## src/rtl/reg16_pkg.sv

```systemverilog
// Shared types and constants for the 16-bit dual-read register file.
package reg16_pkg;

  localparam int unsigned WIDTH    = 16;
  localparam int unsigned AW       = 4;
  localparam int unsigned NREGS    = 2 ** AW;
  localparam int unsigned ZERO_REG = 0;

  typedef logic [WIDTH-1:0] data_t;
  typedef logic [AW-1:0]    addr_t;
  typedef data_t [NREGS-1:0] regs_t;

  localparam data_t RESET_DATA = 16'h0000;

  function automatic logic is_zero_reg(input addr_t a);
    return a == addr_t'(ZERO_REG);
  endfunction

endpackage

```

## src/rtl/reg16_read_port_if.sv

```systemverilog
// Write/read bus of the register file; signal names match the original port list.
interface reg16_read_port_if;
  import reg16_pkg::*;

  logic  Write;
  addr_t WAddr;
  data_t I;
  logic  Read;
  addr_t RAddrA;
  addr_t RAddrB;
  data_t OA;
  data_t OB;
  logic  Valid;

  modport master (
    output Write, WAddr, I, Read, RAddrA, RAddrB,
    input  OA, OB, Valid
  );

  modport slave (
    input  Write, WAddr, I, Read, RAddrA, RAddrB,
    output OA, OB, Valid
  );

endinterface

```

## src/rtl/reg16_read_port_bypass_sel.sv

```systemverilog
// Per-port read value select: zero register, then same-edge write bypass, then storage.
module regfile_bypass_sel
  import reg16_pkg::*;
(
  input  addr_t i_raddr,
  input  logic  i_write,
  input  addr_t i_waddr,
  input  data_t i_wdata,
  input  regs_t i_mem,
  output data_t o_value
);

  always_comb begin
    o_value = RESET_DATA;
    if (is_zero_reg(i_raddr)) begin
      o_value = RESET_DATA;
    end else if (i_write && (i_waddr == i_raddr)) begin
      o_value = i_wdata;
    end else begin
      o_value = i_mem[i_raddr];
    end
  end

endmodule

```

## src/rtl/reg16_read_port.sv

```systemverilog
// Dual-read, single-write register file with registered read data and write-first bypass.
module reg16_read_port
  import reg16_pkg::*;
(
  input logic                 CLK,
  input logic                 Reset_n,
  reg16_read_port_if.slave    bus
);

  data_t r_mem [1:NREGS-1];
  data_t r_oa;
  data_t r_ob;
  logic  r_valid;

  regs_t w_mem;
  data_t w_val_a;
  data_t w_val_b;

  // Entry 0 has no flops; it is presented as a constant zero to the selectors.
  always_comb begin
    w_mem    = '0;
    w_mem[0] = RESET_DATA;
    for (int unsigned k = 1; k < NREGS; k++) begin
      w_mem[k] = r_mem[k];
    end
  end

  regfile_bypass_sel u_sel_a (
    .i_raddr (bus.RAddrA),
    .i_write (bus.Write),
    .i_waddr (bus.WAddr),
    .i_wdata (bus.I),
    .i_mem   (w_mem),
    .o_value (w_val_a)
  );

  regfile_bypass_sel u_sel_b (
    .i_raddr (bus.RAddrB),
    .i_write (bus.Write),
    .i_waddr (bus.WAddr),
    .i_wdata (bus.I),
    .i_mem   (w_mem),
    .o_value (w_val_b)
  );

  always_ff @(posedge CLK) begin
    if (!Reset_n) begin
      for (int unsigned k = 1; k < NREGS; k++) begin
        r_mem[k] <= RESET_DATA;
      end
      r_oa    <= RESET_DATA;
      r_ob    <= RESET_DATA;
      r_valid <= 1'b0;
    end else begin
      for (int unsigned k = 1; k < NREGS; k++) begin
        if (bus.Write && (bus.WAddr == addr_t'(k))) begin
          r_mem[k] <= bus.I;
        end
      end
      if (bus.Read) begin
        r_oa <= w_val_a;
        r_ob <= w_val_b;
      end
      r_valid <= bus.Read;
    end
  end

  assign bus.OA    = r_oa;
  assign bus.OB    = r_ob;
  assign bus.Valid = r_valid;

endmodule
```

## src/flat_wrapper.sv

```systemverilog
// flat-port wrapper written by rule: the top's interface ports become plain ports
module reg16_read_port_flat import reg16_pkg::*;
  (CLK, Reset_n, bus_Write, bus_WAddr, bus_I, bus_Read, bus_RAddrA, bus_RAddrB, bus_OA, bus_OB, bus_Valid);
  reg16_read_port_if bus_i ();
  input logic CLK;
  input logic Reset_n;
  input wire logic [$bits(bus_i.Write)-1:0] bus_Write;
  input wire logic [$bits(bus_i.WAddr)-1:0] bus_WAddr;
  input wire logic [$bits(bus_i.I)-1:0] bus_I;
  input wire logic [$bits(bus_i.Read)-1:0] bus_Read;
  input wire logic [$bits(bus_i.RAddrA)-1:0] bus_RAddrA;
  input wire logic [$bits(bus_i.RAddrB)-1:0] bus_RAddrB;
  output wire logic [$bits(bus_i.OA)-1:0] bus_OA;
  output wire logic [$bits(bus_i.OB)-1:0] bus_OB;
  output wire logic [$bits(bus_i.Valid)-1:0] bus_Valid;
  assign bus_i.Write = bus_Write;
  assign bus_i.WAddr = bus_WAddr;
  assign bus_i.I = bus_I;
  assign bus_i.Read = bus_Read;
  assign bus_i.RAddrA = bus_RAddrA;
  assign bus_i.RAddrB = bus_RAddrB;
  assign bus_OA = bus_i.OA;
  assign bus_OB = bus_i.OB;
  assign bus_Valid = bus_i.Valid;
  reg16_read_port u_core (.CLK(CLK), .Reset_n(Reset_n), .bus(bus_i));
endmodule
```

## config.mk

```make
export PLATFORM = sky130hd
export DESIGN_NAME = reg16_read_port_flat
export DESIGN_NICKNAME = d
export VERILOG_FILES = /design/src/rtl/reg16_pkg.sv /design/src/rtl/reg16_read_port_if.sv /design/src/rtl/reg16_read_port_bypass_sel.sv /design/src/rtl/reg16_read_port.sv /design/src/flat_wrapper.sv
export SDC_FILE = /design/constraint.sdc
export NUM_CORES = 1
export LEC_CHECK = 0
export BUFFER_PORTS_ARGS = -buffer_cell sky130_fd_sc_hd__buf_2
export CORE_UTILIZATION = 60
export CTS_CLUSTER_SIZE = 28
export DETAILED_ROUTE_END_ITERATION = 10
export HOLD_SLACK_MARGIN = 0.06
export PLACE_DENSITY = 0.81
export SETUP_SLACK_MARGIN = 0.1
export SLEW_MARGIN = 5
export SYNTH_ARGS = -nofsm -noshare
export SYNTH_HDL_FRONTEND = slang
export SYNTH_SLANG_ARGS = --single-unit
```

## constraint.sdc

```tcl
create_clock -name CLK -period 5.9 [get_ports CLK]
set_clock_uncertainty 0.1 [all_clocks]
set_input_delay 1.77 -clock CLK [delete_from_list [all_inputs] [get_ports CLK]]
set_output_delay 1.77 -clock CLK [all_outputs]
set_load 0.005 [all_outputs]
```

==> impl_metrics.json <==
{
  "rows": 56,
  "crit_chain": "buf_2 -> inv_1 -> or2_2 -> nor2_1 -> and2_1",
  "reg2regPathDepth": 5,
  "htreeDepth": 1,
  "period_share": 0.682,
  "worst_pin_slew_ns": 1.29,
  "drt_iter0_markers": 1360,
  "nets": 1173,
  "async_flop_share": 0,
  "switching_share": 0.249,
  "worstSetupStartpointType": "primary input",
  "final_antenna_net_count": 0,
  "hold_slack_ns": 0.354,
  "wl_per_cell_um": 27.9,
  "layout-drive-gt1-share": 0.218,
  "grt-ovfl-total": 0,
  "setup-tns-final_ns": 0,
  "hp-class": "flop to flop",
  "arrival_ns": 4.34,
  "post_cts_buffers": 0,
  "clkSinkCount": 273,
  "nFillCells": 1716,
  "power_density_nw_per_um2": 287,
  "grt_pass1_wl_um": 61400,
  "cts_root_buffer": "clkbuf_16",
  "setup_violations": 0,
  "syn_nets": 1151,
  "vdd_ir_drop_max_uv": 168,
  "grt_max_degree": 56,
  "rr_startpoint": "u_core.r_mem[0][20]",
  "timing.critical_path.to": "u_core.r_mem[0][86]",
  "rsz0062_at_grt": "no",
  "cts_tree": "built",
  "drc": 0,
  "num_vias": 10224,
  "yosysWarnings": 0,
  "critPathLaunch": "Reset_n",
  "critical_path_class": "primary input to flop",
  "intPower_mw": 3.44,
  "synth_edf_count": 240,
  "crit_required_ns": 6.21,
  "p_seq_frac": 0.501,
  "yosys.area.top_type_share": 0.493,
  "max_freq_ghz": 0.249,
  "r2r_slack_ns": 3.95,
  "io-pin-count": 65,
  "cts_resized": 0,
  "r2r_end": "u_core.bus.OB[4]",
  "relSlewSlack": 0.137,
  "start_util": 0.617,
  "clock_path_buffers": 3,
  "slowest_delay_ns": 0.93,
  "layout_common_cells": "and2_1, edfxtp_1, mux4_2, buf_2, mux2i_1",
  "drt-pass1-iter-count": 5,
  "cp_max_fo": 22,
  "place_congestion": 0.898,
  "synth.area.top_cells": "edfxtp_1, and2_1, mux4_2",
  "coreArea_um2": 23700,
  "layout_min_cycle_time_ns": 4.02,
  "grt_pass1_vias": 10152,
  "synth_seq_area_share": 0.538,
  "dieHeight_um": 158,
  "yosys.area.top_type": "edfxtp_1",
  "num_antenna_cells": 0,
  "port_buffers": 64,
  "antenna_found_initial": 0,
  "ys_ff_latch": 273,
  "ys.flop_type": "edfxtp_1",
  "endpoint_kind": "flop",
  "syn_to_final_growth_pct": 9.38,
  "postSynthCellCount": 1119,
  "routed_via_density": 6.90,
  "p_clk_frac": 0.379,
  "die_x_um": 158,
  "post_synth_num_cell_types": 50,
  "hold_buffers": 0,
  "grt_usage": 0.340,
  "comb_power_share": 0.121,
  "leakagePower_nw": 5.85,
  "clk_pin_slew_ns": 0.06,
  "dp_hpwl_um": 25800,
  "outcome": "finished clean",
  "clk_latency_ns": 0.55,
  "drt_wl_total_um": 41400,
  "max-cap-violations": 0,
  "drv_slew": 0,
  "dieArea_um2": 25000,
  "final_common_cell": "and2_1",
  "synth_area_per_cell_um2": 13.1,
  "p_switching_mw": 1.14,
  "syn-cell-area_um2": 14600,
  "slowest_stage": "nor2_1",
  "hold_viol_final": 0,
  "numCtsBuffers": 28
}
==> flip-flops by register name (all words and copies together), names as in the netlist <==
register	cells
u_core.bus.OB	16
u_core.bus.Valid	1
u_core.bus.OA	16
u_core.r_mem	240
==> final cells by class <==
class	count	area, um2	share of cell area
inverters	2	7.51	0.000469
well taps	319	399	0.0250
flip-flops and latches	273	7870	0.492
clock buffers	41	811	0.0507
multi-input cells	741	6270	0.392
clock inverters	11	80.1	0.00501
repair buffers	95	556	0.0347
==> power by group through the flow <==
stage	Sequential, mW	Clock [mW]	Combinational (mW)
final	2.30	1.74	0.552
after global routing	2.30	1.81	0.583
after CTS	2.29	1.74	0.542
after detailed placement	2.33	0	0.538
after global placement	2.32	0	0.528
after floorplan	2.31	0	0.364
==> stage by stage <==
step | worst slack, ns | power (mW) | utilization | std cells | cell area, um2
detailed placement | 1.45 | 2.87 | 0.638 | 1430 | 15100
floorplan | 1.67 | 2.67 | - | 1119 | 14600
global route | 1.83 | 4.70 | 0.675 | 1482 | 16000
finish | 1.88 | 4.58 | 0.675 | 1482 | 16000
global placement | 1.51 | 2.85 | 0.638 | 1430 | 15100
CTS | 2.02 | 4.57 | 0.675 | 1482 | 16000
==> cell usage after synthesis (6+ instances only) <==
master,n
and2_1,242
edfxtp_1,240
mux4_2,63
mux2i_1,62
clkbuf_1,58
a221oi_1,46
o21ai_0,41
nand2_1,36
dfxtp_1,33
a21oi_1,32
mux2_2,32
nor3_1,31
buf_2,27
nor2b_1,23
a22oi_1,15
nor3b_1,15
o211a_1,15
o31ai_1,15
a22o_1,14
nor2_1,12
buf_4,9
nor2_4,6
xor2_1,6
==> how the worst min path moves through the flow <==
stage,start,end,slack (ns),cells past startpoint
2_1_floorplan,u_core.bus.OB[11],u_core.bus.OB[11],0.34,2
3_3_place_gp,u_core.bus.OB[11],u_core.bus.OB[11],0.34,2
3_5_place_dp,u_core.bus.OB[8],u_core.bus.OB[8],0.34,2
4_1_cts,u_core.bus.OB[11],u_core.bus.OB[11],0.36,2
5_1_grt,u_core.bus.OB[11],u_core.bus.OB[11],0.37,2
6_report,u_core.bus.OB[8],u_core.bus.OB[8],0.35,2
==> critical path: cells and delay by family <==
family	cells	cell delay (ns)
buffers and inverters	2	0.85
AND/OR/NAND/NOR	3	1.69
==> cell families (layout without fill, tap and decap cells) <==
kind of cell	count (synthesis)	count (layout)	synth area share
AO/OA/AOI/OAI	187	187	0.0923
XOR/XNOR	8	8	0.00531
buffers and inverters	105	149	0.0347
flip-flops	273	273	0.538
multiplexers	161	161	0.171
AND/OR/NAND/NOR	385	385	0.158
==> per-layer routing <==
layer / GRT usage / vias up / part of all wire
met5: 0 / - / 0
met1: 0.449 / 5058 / 0.37
met4: 0.158 / 0 / 0.040
li1: - / 4290 / -
met3: 0.0709 / 135 / 0.12
met2: 0.543 / 741 / 0.48
(Power assumes the default switching activity.)
